==> src/rtl/nandn_filt.sv <==
// -----------------------------------------------------------------------------
// nandn_filt -- synchronised, deglitched N-input NAND
//
// Each bit of the asynchronous input bus passes through its own flop chain.
// The NAND of the synchronised bits is accepted onto the registered output
// only after it has disagreed with that output for FILT consecutive enabled
// cycles. Anything shorter is discarded.
//
// Parameters
//   N            number of NAND inputs (2..8)
//   SYNC_STAGES  synchroniser depth per input bit (1..3)
//   FILT         deglitch threshold in clock cycles (1..255)
//   CNT_W        filter counter width; must hold FILT-1
//
// Ports
//   CELCLK   in   clock, rising-edge active
//   CELRSTN  in   synchronous active-low reset
//   CELV     in   supply pin, netlisting only, no functional effect
//   CELG     in   ground pin, netlisting only, no functional effect
//   SUB      in   substrate pin, netlisting only, no functional effect
//   en       in   filter enable; while low, o holds and the count is cleared
//   i[N-1:0] in   asynchronous NAND inputs
//   o        out  filtered, registered NAND result (resets to 1)
//   chg      out  registered one-cycle pulse in the cycle o takes a new value
// -----------------------------------------------------------------------------
module nandn_filt #(
    parameter int N           = 2,
    parameter int SYNC_STAGES = 2,
    parameter int FILT        = 4,
    parameter int CNT_W       = 8
) (
    input  logic         CELCLK,
    input  logic         CELRSTN,
    input  logic         CELV,
    input  logic         CELG,
    input  logic         SUB,
    input  logic         en,
    input  logic [N-1:0] i,
    output logic         o,
    output logic         chg
);

    // Terminal count of the filter: the count value on which the candidate
    // result is accepted.
    localparam logic [CNT_W-1:0] CNT_MAX = CNT_W'(FILT - 1);

    // Power and substrate pins exist only so the netlist matches the cell
    // footprint; fold them into a name that is deliberately left unread.
    logic unused_pins;
    assign unused_pins = &{1'b0, CELV, CELG, SUB};

    // -------------------------------------------------------------------------
    // Input synchronisers
    // -------------------------------------------------------------------------
    logic [N-1:0] sync_q [SYNC_STAGES];
    logic [N-1:0] s;

    // The synchronisers run regardless of en so that, when filtering is
    // re-enabled, s already reflects the present input state.
    always_ff @(posedge CELCLK) begin
        if (!CELRSTN) begin
            // NOTE: the chain is a handful of flops, not a RAM, so every
            // stage is cleared; that keeps o consistent with s after reset.
            for (int k = 0; k < SYNC_STAGES; k++) begin
                sync_q[k] <= '0;
            end
        end else begin
            // NOTE: non-blocking assignments let each stage capture the
            // previous stage's old value, forming a true shift chain.
            sync_q[0] <= i;
            for (int k = 1; k < SYNC_STAGES; k++) begin
                sync_q[k] <= sync_q[k-1];
            end
        end
    end

    assign s = sync_q[SYNC_STAGES-1];

    // -------------------------------------------------------------------------
    // Raw result and deglitch filter
    // -------------------------------------------------------------------------
    logic             r;
    logic [CNT_W-1:0] cnt;
    logic [CNT_W-1:0] cnt_d;
    logic             o_d;
    logic             chg_d;

    assign r = ~&s;

    always_comb begin
        // NOTE: every output of this block gets a default first, so no path
        // leaves a variable unassigned and no latch can be inferred.
        cnt_d = '0;
        o_d   = o;
        chg_d = 1'b0;

        if (en && (r != o)) begin
            if (cnt == CNT_MAX) begin
                // With FILT=1 a fresh disagreement can appear in the very
                // cycle after an update. Waiting one cycle while chg is high
                // keeps chg from ever being asserted on two adjacent cycles.
                // For FILT>1 the count is always 0 while chg is high, so this
                // guard never delays the update.
                if (!chg) begin
                    o_d   = r;
                    chg_d = 1'b1;
                end else begin
                    cnt_d = cnt;
                end
            end else begin
                cnt_d = cnt + CNT_W'(1);
            end
        end
        // Otherwise (disabled, or r agrees with o) the count clears, which
        // throws away any partially qualified glitch.
    end

    always_ff @(posedge CELCLK) begin
        if (!CELRSTN) begin
            cnt <= '0;
            o   <= 1'b1;   // NAND of the all-zero synchroniser state
            chg <= 1'b0;
        end else begin
            cnt <= cnt_d;
            o   <= o_d;
            chg <= chg_d;
        end
    end

endmodule

==> config.mk <==
export PLATFORM = sky130hd
export DESIGN_NAME = nandn_filt
export DESIGN_NICKNAME = d
export VERILOG_FILES = /design/src/rtl/nandn_filt.sv
export SDC_FILE = /design/constraint.sdc
export NUM_CORES = 1
export LEC_CHECK = 0
export BUFFER_PORTS_ARGS = -buffer_cell sky130_fd_sc_hd__clkbuf_2
export CAP_MARGIN = 20
export CORE_AREA = 8 8 45 47
export DETAILED_ROUTE_END_ITERATION = 7
export DIE_AREA = 0 0 53 55
export GPL_ROUTABILITY_DRIVEN = 0
export PLACE_DENSITY = 0.75
export SYNTH_ARGS = -nofsm -noshare
export SYNTH_HDL_FRONTEND = slang
export SYNTH_SLANG_ARGS = --single-unit
==> constraint.sdc <==
create_clock -name CELCLK -period 1.9 [get_ports CELCLK]
set_input_delay 0.38 -clock CELCLK [delete_from_list [all_inputs] [get_ports CELCLK]]
set_output_delay 0.38 -clock CELCLK [all_outputs]
set_load 0.02 [all_outputs]
==> impl_metrics.py, run 1 <==
metrics = {
    "routing": {
        "routed_wl_mm": 1.058,
        "ant_nets": 0,
        "initialDrtViolationCount": 9,
        "dr.pass1.iters": 2,
        "wl_met1_um": 520,
        "routed.top_layer": "met4",
        "post_drt_wl_per_cell_um": 12.30,
        "drt_drc_violations_left": 0,
        "met2RoutedLength_um": 467,
        "vias_per_cell": 5.547,
        "vias": 477,
        "wl_met3_um": 52,
    },
    "place": {
        "pre_cts_ws_ps": 367.0,
        "port_buffers": 6,
        "post-dp-hpwl_um": 773.5,
    },
    "yosys": {
        "netlist.area_leader.share": 0.4746,
        "syn_area_um2": 590.6,
        "syn_inst": 58,
        "ys.warnings.count": 0,
        "synthTopCellsByArea": "dfxtp_1 (47%), a21oi_1 (5.1%), and2_1 (4.2%)",
        "synth_top_area_cell": "dfxtp_1",
        "syn_nets": 67,
        "synth_seq_cells": 14,
        "synth.distinct_cells": 24,
        "yosysSeqAreaShare": 0.4746,
        "avgSynthCellArea_um2": 10.18,
    },
    "timing": {
        "fin_setup_tns_ps": 0,
        "grt_setup_unrepaired": "false",
        "period_needed_ps": 1537,
        "skew_ps": 2.390,
        "timing.fmax_ghz": 0.6505,
        "finalCritPeriodShare": 0.8091,
        "slew_headroom": 0.7535,
        "worstMarginPinSlew_ps": 367.7,
        "setup_violations": 0,
        "finalHoldViolCount": 0,
        "final.setup.worst_slack_ps": 362.7,
        "slew_violations": 0,
    },
    "critical_path": {
        "critPathMaxFanout": 6,
        "cp_data_required_time_ps": 2080,
        "cp-end-kind": "register",
        "critPathMaxStageDelay_ps": 440,
        "reg2reg_from": "cnt[0]",
        "critical_path_class": "register to register",
        "rrSetupSlack_ps": 360,
        "critPathLaunchType": "register",
        "critPathArrivalTime_ps": 1710,
        "crit_path_top_delay_cell": "dfxtp_1",
        "r2r_cells": 4,
        "cp_cell_sequence": "ha_1 -> nor4b_4 -> nand4b_1 -> mux2_4",
        "r2r_end": "o",
    },
    "finish": {
        "diodes": 0,
        "drive_above_1_share": 0.2714,
        "fillers": 121,
        "design.final.nets": 80,
        "area.growth.synth_to_final_pct": 17.16,
    },
    "clock_tree": {
        "htree_num_levels": 1,
        "ctsHoldBuffers": 0,
        "path_clk_slew_ps": 90,
        "insertion_delay_ps": 280,
        "cts_made_buffers": 3,
        "cts_buffer_depth": 2,
        "ctsResizeCount": 0,
        "cts_sinks": 14,
        "cts_tree": "done",
        "cts-root-buf": "clkbuf_4",
        "postCtsSetupBuffers": 0,
    },
    "global_routing": {
        "grt_pass1_wl_mm": 1.904,
        "antenna_found_initial": 0,
        "grt_usage": 0.08617,
        "grt_max_degree": 10,
        "grt-ovfl-total": 0,
        "grt_pass1_vias": 481,
    },
    "die": {
        "io_pins": 10,
        "start_util": 0.4268,
        "rows": 14,
        "die_area_um2": 2915,
        "core_um2": 1384,
        "die-width_um": 53,
        "die_y_um": 55,
    },
    "power": {
        "leakage_uw": 0.0002496,
        "powerDensity_nw_per_um2": 760.8,
        "irDropWorstVdd_v": 0.0005001,
    },
    "min_path": {
        "min_path_cells": 2,
        "hold_start": "i[1]",
        "hold_path_class": "primary input to register",
        "hold_path_end": "sync_q[0][1]",
    },
    "flow_run": {
        "maxCapViolCount": 0,
    },
    "run_status": {
        "status": "finished, final reports clean",
    },
}
power breakdown:
| group | switching (uW) | internal (uW) | leakage (uW) | total (uW) |
|---|---|---|---|---|
| sequential | 1.48 | 297 | 0.000114 | 299 |
| combinational | 3.67 | 5.23 | 0.000115 | 8.90 |
| clock | 102 | 117 | 0.0000210 | 219 |
| total | 107 | 419 | 0.000250 | 526 |
registers in the layout, indices dropped and copies added (netlist names):
signal,count
cnt,8
sync_q,4
chg,1
o,1
metal layers:
layer / vias up / global-route usage
li1: 240 / -
met2: 9 / 0.1406
met3: 3 / 0.04011
met4: 0 / 0.03879
met5: - / 0
met1: 225 / 0.09385
cell families after synthesis:
logic type,share of synthesized area
AO/OA/AOI/OAI,0.1208
XOR/XNOR,0.04450
adder cells (fa/ha/maj),0.02118
buffers and inverters,0.006350
flip-flops,0.4746
multiplexers,0.02542
AND/OR/NAND/NOR,0.3072
cells in the final DEF (no fill, tap or decap), types with 3 or more instances in the layout:
| cell type | n |
|---|---|
| nand3_1 | 5 |
| dfxtp_1 | 14 |
| or3_1 | 3 |
| clkbuf_2 | 6 |
| nor3_1 | 3 |
| o21ai_0 | 3 |
| a21oi_1 | 6 |
| nand4_1 | 3 |
| clkbuf_4 | 3 |
| and2_1 | 4 |
stage by stage:
| step | hold slack, ps | util | total power (uW) | std cells | area (um2) |
|---|---|---|---|---|---|
| 3_3_place_gp | 414.8 | 0.4738 | 314.3 | 82 | 655.6 |
| 2_1_floorplan | 411.8 | - | 308.3 | 58 | 590.6 |
| 6_report | 299.6 | 0.5000 | 526.4 | 86 | 691.9 |
| 4_1_cts | 297.3 | 0.5000 | 531.4 | 86 | 691.9 |
| 5_1_grt | 301.8 | 0.5000 | 542.0 | 86 | 691.9 |
| 3_5_place_dp | 418.9 | 0.4738 | 314.5 | 82 | 655.6 |
worst max-delay path by stage:
stage           start  endpoint  slack (ps)
2_1_floorplan  cnt[0]         o         420
3_3_place_gp   cnt[0]         o         400
3_5_place_dp   cnt[0]         o         370
4_1_cts        cnt[0]         o         360
5_1_grt        cnt[0]       chg         270
6_report       cnt[0]         o         360
critical path: cells and delay by family, from the launching register on:
kind | cells | cell delay (ps)
and+or+nand+nor | 2 | 400
adders and majority gates | 1 | 270
muxes | 1 | 320
DFF | 1 | 440
area by class of cell:
| class | instances | area (um2) | area share |
|---|---|---|---|
| clock buffers | 4 | 36.28 | 0.05244 |
| flip-flops and latches | 14 | 280.3 | 0.4051 |
| well taps | 16 | 20.02 | 0.02893 |
| repair buffers | 8 | 45.04 | 0.06510 |
| inverters | 1 | 3.754 | 0.005425 |
| multi-input cells | 43 | 306.5 | 0.4430 |
cells in the mapped netlist, drive strengths merged:
library cell	count
nand2	1
or3	3
o211ai	1
o21ai	3
a21bo	1
xnor2	1
dfxtp	14
and3	1
mux2	1
ha	1
nand2b	1
inv	1
a21oi	6
nand4b	1
nand4	3
a21o	1
nor4b	1
nor3	4
nor3b	1
nand3	5
xor2	2
and2	5
Note: power is estimated with default switching activity, not from simulation.
==> run 2, diff against run 1 <==
ABC_AREA = 1   (was unset)
PLACE_DENSITY = 0.79   (was 0.75)
clock period = 1.56 ns   (was 1.9 ns; I/O delays follow)
==> impl_metrics.py, run 2 <==
metrics = {
    "routing": {
        "routed_wl_mm": 1.183,
        "post_drt_wl_per_cell_um": 10.38,
        "vias": 580,
        "drt_drc_violations_left": 0,
        "initialDrtViolationCount": 5,
        "dr.pass1.iters": 4,
        "ant_nets": 0,
        "vias_per_cell": 5.088,
    },
    "place": {
        "post-dp-hpwl_um": 890.5,
        "placed_area_um2": 681.9,
        "port_buffers": 6,
    },
    "yosys": {
        "muxShareOfSynthArea": 0,
        "ys.warnings.count": 0,
        "synth_seq_cells": 14,
        "synth_compound_area_frac": 0.06733,
        "synthSimpleGateAreaFrac": 0.3921,
        "synth_top_family_by_area": "simple AND/OR/NAND/NOR gates",
        "synthTopCellsByArea": "dfxtp_1 (44%), nand2_1 (11%), nand3_1 (7.9%)",
        "synth_edf_count": 0,
        "netlist.area_leader.share": 0.4436,
        "syn_inst": 88,
        "ys.flop_type": "dfxtp_1",
        "avgSynthCellArea_um2": 7.180,
        "synth_top_area_cell": "dfxtp_1",
        "yosysMostFrequentCell": "nand2_1",
        "syn_nets": 97,
        "synth_xor_area_frac": 0,
        "synth_async_sr_flop_share": 0,
        "synth_fa_ha_area_frac": 0.01980,
        "syn_area_um2": 631.9,
        "synth.distinct_cells": 19,
        "synth_common_cells": "nand2_1 (19), dfxtp_1 (14), inv_1 (12), nor2_1 (12), nand3_1 (10)",
        "yosysSeqAreaShare": 0.4436,
    },
    "die": {
        "die_y_um": 55,
        "io_pins": 10,
        "die-width_um": 53,
        "core_um2": 1384,
        "start_util": 0.4566,
        "die_area_um2": 2915,
        "rows": 14,
    },
    "critical_path": {
        "r2r_cells": 6,
        "cp-end-kind": "register",
        "rrSetupSlack_ps": 240,
        "cp_data_required_time_ps": 1730,
        "critPathLaunchType": "register",
        "crit_path_end": "o",
        "critPathArrivalTime_ps": 1490,
        "critPathMaxFanout": 5,
        "cp-startpoint": "cnt[0]",
        "critical_path_class": "register to register",
        "r2r_end": "o",
        "reg2reg_from": "cnt[0]",
    },
    "finish": {
        "largest_reg_flops": 8,
        "top_register": "cnt",
        "layout_commonest_cell": "nand2_1",
        "multi_input_area_um2": 302.8,
        "drive_above_1_share": 0.1633,
        "design.final.nets": 108,
        "fillers": 123,
        "top_regs": "cnt x8, sync_q x4",
        "area.growth.synth_to_final_pct": 13.66,
        "stdcell_area_um2": 718.2,
        "postLayoutCoreUtil": 0.5190,
        "regArea_um2": 280.3,
        "diodes": 0,
        "layout_common_cells": "nand2_1 (19), dfxtp_1 (14), inv_1 (12), nor2_1 (12), nand3_1 (10)",
    },
    "timing": {
        "skew_ps": 3.559,
        "slew_headroom": 0.8193,
        "worstMarginPinSlew_ps": 270.0,
        "slew_violations": 0,
        "setup_violations": 0,
        "finalCritPeriodShare": 0.8430,
        "fin_setup_tns_ps": 0,
        "timing.fmax_ghz": 0.7604,
        "period_needed_ps": 1315,
        "grt_setup_unrepaired": "false",
        "finalHoldViolCount": 0,
    },
    "global_routing": {
        "antenna_found_initial": 0,
        "grt_max_degree": 9,
        "grt_pass1_wl_mm": 1.994,
        "grt_pass1_vias": 501,
        "grt_usage": 0.09516,
        "grt-ovfl-total": 0,
    },
    "clock_tree": {
        "htree_num_levels": 1,
        "postCtsSetupBuffers": 0,
        "cts_sinks": 14,
        "cts-root-buf": "clkbuf_4",
        "ctsHoldBuffers": 0,
        "cts_made_buffers": 3,
        "insertion_delay_ps": 280,
        "path_clk_slew_ps": 90,
        "cts_buffer_depth": 2,
        "cts_tree": "done",
        "ctsResizeCount": 0,
    },
    "power": {
        "powerDensity_nw_per_um2": 889.7,
        "leakage_uw": 0.0003352,
        "irDropWorstVdd_v": 0.0004950,
    },
    "min_path": {
        "min_path_cells": 3,
        "hold_path_class": "primary input to register",
    },
    "flow_run": {
        "maxCapViolCount": 0,
    },
    "run_status": {
        "status": "finished, final reports clean",
    },
}
[run 2: cell types whose count changed after synthesis, moves of 3 or more]
cell	delta
a21oi_1	-3
and2_1	-4
inv_1	+11
nand2_1	+18
nand3_1	+5
nor2_1	+12
or3_1	-3
[run 2: how the worst min path moves through the flow]
stage,start,end
global route,i[1],sync_q[0][1]
global placement,sync_q[0][0],sync_q[0][2]
detailed placement,sync_q[0][0],sync_q[0][2]
finish,i[1],sync_q[0][1]
floorplan,sync_q[0][0],sync_q[0][2]
CTS,i[1],sync_q[0][1]
[run 2: power breakdown]
group	switching, uW	internal, uW	total, uW
clock	118	142	260
combinational	8.28	5.89	14.2
sequential	2.41	362	364
[run 2: per-stage QoR]
stage	hold slack (ps)	worst slack [ps]	total power (uW)	cells
6_report	213.5	244.9	639.0	114
5_1_grt	207.7	129.8	672.0	114
4_1_cts	199.8	261.2	656.4	114
3_5_place_dp	407.5	276.3	387.0	110
3_3_place_gp	400.9	290.0	386.3	110
2_1_floorplan	390.0	421.5	377.4	88
[run 2: worst max-delay path, stage by stage (launching register included)]
cell	delay [ps]
dfxtp_1	390
ha_1	250
nand2_1	70
nor2_1	100
nand2_1	120
o21ai_0	190
nand3_1	80
[run 2: kinds of logic after synthesis]
family | count (synthesis)
and+or+nand+nor | 52
DFF | 14
buffers and inverters | 13
AOI/OAI and AO/OA | 8
adders and majority gates | 1
[run 2: per-layer routing]
layer,global-route usage,up-vias,share of wire
met5,0,-,0
met4,0.05172,0,0.011
met3,0.05080,2,0.047
met2,0.1543,14,0.47
met1,0.09752,259,0.47
li1,-,305,-
[run 2: layout make-up]
type | instances | share of cell area
well taps | 16 | 0.02787
clock buffers | 4 | 0.05052
inverters | 13 | 0.06794
multi-input cells | 61 | 0.4216
flip-flops and latches | 14 | 0.3902
repair buffers | 6 | 0.04181
==> run 3, diff against run 2 <==
CORE_AREA = unset   (was 8 8 45 47)
CORE_MARGIN = 8   (was unset)
CORE_UTILIZATION = 46   (was unset)
DIE_AREA = unset   (was 0 0 53 55)
PLACE_DENSITY = 0.8   (was 0.79)
clock period = 1.2 ns   (was 1.56 ns; I/O delays follow)
==> impl_metrics.py, run 3 (same netlist as run 2, synthesis figures left out) <==
metrics = {
    "routing": {
        "dr.pass1.iters": 5,
        "drt_drc_violations_left": 0,
        "post_drt_wl_per_cell_um": 11.61,
        "vias": 612,
        "ant_nets": 0,
        "routed_wl_mm": 1.335,
        "initialDrtViolationCount": 35,
        "vias_per_cell": 5.322,
    },
    "place": {
        "port_buffers": 6,
        "post-dp-hpwl_um": 920.3,
        "pre_cts_ws_ps": -18.56,
    },
    "timing": {
        "setup_violations": 0,
        "timing.fmax_ghz": 0.8892,
        "slew_violations": 0,
        "finalCritPeriodShare": 0.9372,
        "finalHoldViolCount": 0,
        "grt_setup_unrepaired": "false",
        "slew_headroom": 0.7879,
        "final.setup.worst_slack_ps": 75.39,
        "period_needed_ps": 1125,
        "worstMarginPinSlew_ps": 315.2,
        "skew_ps": 0.6395,
        "fin_setup_tns_ps": 0,
        "whs_ps": 130.5,
    },
    "min_path": {
        "hold_path_end": "sync_q[0][0]",
        "hold_path_class": "primary input to register",
        "min_path_cells": 3,
        "hold_start": "i[0]",
    },
    "global_routing": {
        "grt_pass1_wl_mm": 2.152,
        "grt-ovfl-total": 0,
        "grt_usage": 0.1055,
        "grt_pass1_vias": 568,
        "grt_max_degree": 9,
        "antenna_found_initial": 0,
    },
    "run_status": {
        "status": "finished, final reports clean",
    },
    "critical_path": {
        "r2r_cells": 6,
        "critPathMaxStageDelay_ps": 400,
        "crit_path_top_delay_cell": "dfxtp_1",
        "cp-startpoint": "chg",
        "cp_data_required_time_ps": 960,
        "r2r_end": "o",
        "cp-end-kind": "primary output",
        "rrSetupSlack_ps": 90,
        "critPathMaxFanout": 5,
        "cp_cell_sequence": "clkbuf_2",
        "crit_family": "flip-flops",
        "critical_path_buf_inv_count": 1,
        "critPathLaunchType": "register",
        "critPathArrivalTime_ps": 880,
        "reg2reg_from": "cnt[1]",
        "critical_path_class": "register to primary output",
    },
    "clock_tree": {
        "cts_buffer_depth": 2,
        "postCtsSetupBuffers": 0,
        "cts-root-buf": "clkbuf_4",
        "path_clk_slew_ps": 80,
        "cts_sinks": 14,
        "cts_tree": "done",
        "cts_made_buffers": 3,
        "htree_num_levels": 1,
        "insertion_delay_ps": 280,
    },
    "power": {
        "leakage_uw": 0.0003447,
        "powerDensity_nw_per_um2": 1094,
        "irDropWorstVdd_v": 0.0005130,
    },
    "die": {
        "core_um2": 1285,
        "start_util": 0.4917,
        "io_pins": 10,
        "die_area_um2": 2815,
        "die-width_um": 53.06,
        "rows": 13,
        "die_y_um": 53.06,
    },
    "finish": {
        "design.final.nets": 110,
        "layout_commonest_cell": "nand2_1",
        "largest_reg_flops": 8,
        "layout_common_cells": "nand2_1 (18), inv_1 (12), nor2_1 (11), dfxtp_1 (11), nand3_1 (10)",
        "drive_above_1_share": 0.2500,
        "diodes": 0,
        "area.growth.synth_to_final_pct": 20.79,
        "top_register": "cnt",
        "top_regs": "cnt x8, sync_q x4",
    },
    "flow_run": {
        "maxCapViolCount": 0,
    },
}
## run 3: changes by cell type in the layout (fill, tap and decap cells not counted), sizes merged
cell	before	now
buf	0	2
## run 3: worst max-delay path by stage
stage	endpoint	slack, ps	depth (start not counted)
floorplan	o	60	6
global placement	o	3	6
detailed placement	o	-20	6
CTS	o	30	6
global route	o	2	6
finish	chg	80	1
## run 3: power breakdown
group	internal, uW	switching, uW
combinational	7.84	10.6
sequential	470	2.91
clock	185	158
total	663	172
## run 3: area by class of cell
cell class,instances,area (um2)
Clock buffer,4,36.28
Fill cell,111,521.8
Inverter,13,48.80
Multi-Input combinational cell,61,330.3
Sequential cell,14,284.0
Tap cell,15,18.77
Timing Repair Buffer,8,45.04
## run 3: stage by stage
step,instance area [um2],instances,total power [uW],utilization
final,763.2,115,835.0,0.5940
after global routing,763.2,115,867.7,0.5940
after CTS,737.0,115,844.6,0.5735
after detailed placement,695.7,111,502.7,0.5414
after global placement,695.7,111,501.8,0.5414
after floorplan,631.9,88,490.7,-
## run 3: routing by layer
metal | wire (um) | global-route usage | vias to the layer above
met1 | 558 | 0.1021 | 279
met5 | 0 | 0 | -
met2 | 660 | 0.1777 | 23
met4 | 44 | 0.1008 | 0
met3 | 72 | 0.02521 | 6
li1 | - | - | 304
## run 3: repair_timing
| item | 4_1_cts | 5_1_grt |
|---|---|---|
| endpoints found under the hold margin | 0 | 0 |
| pin swaps | 1 | 2 |
| gates resized for setup | 3 | 8 |
| endpoints found under the setup margin | 3 | 8 |
| hold buffers | 0 | 0 |
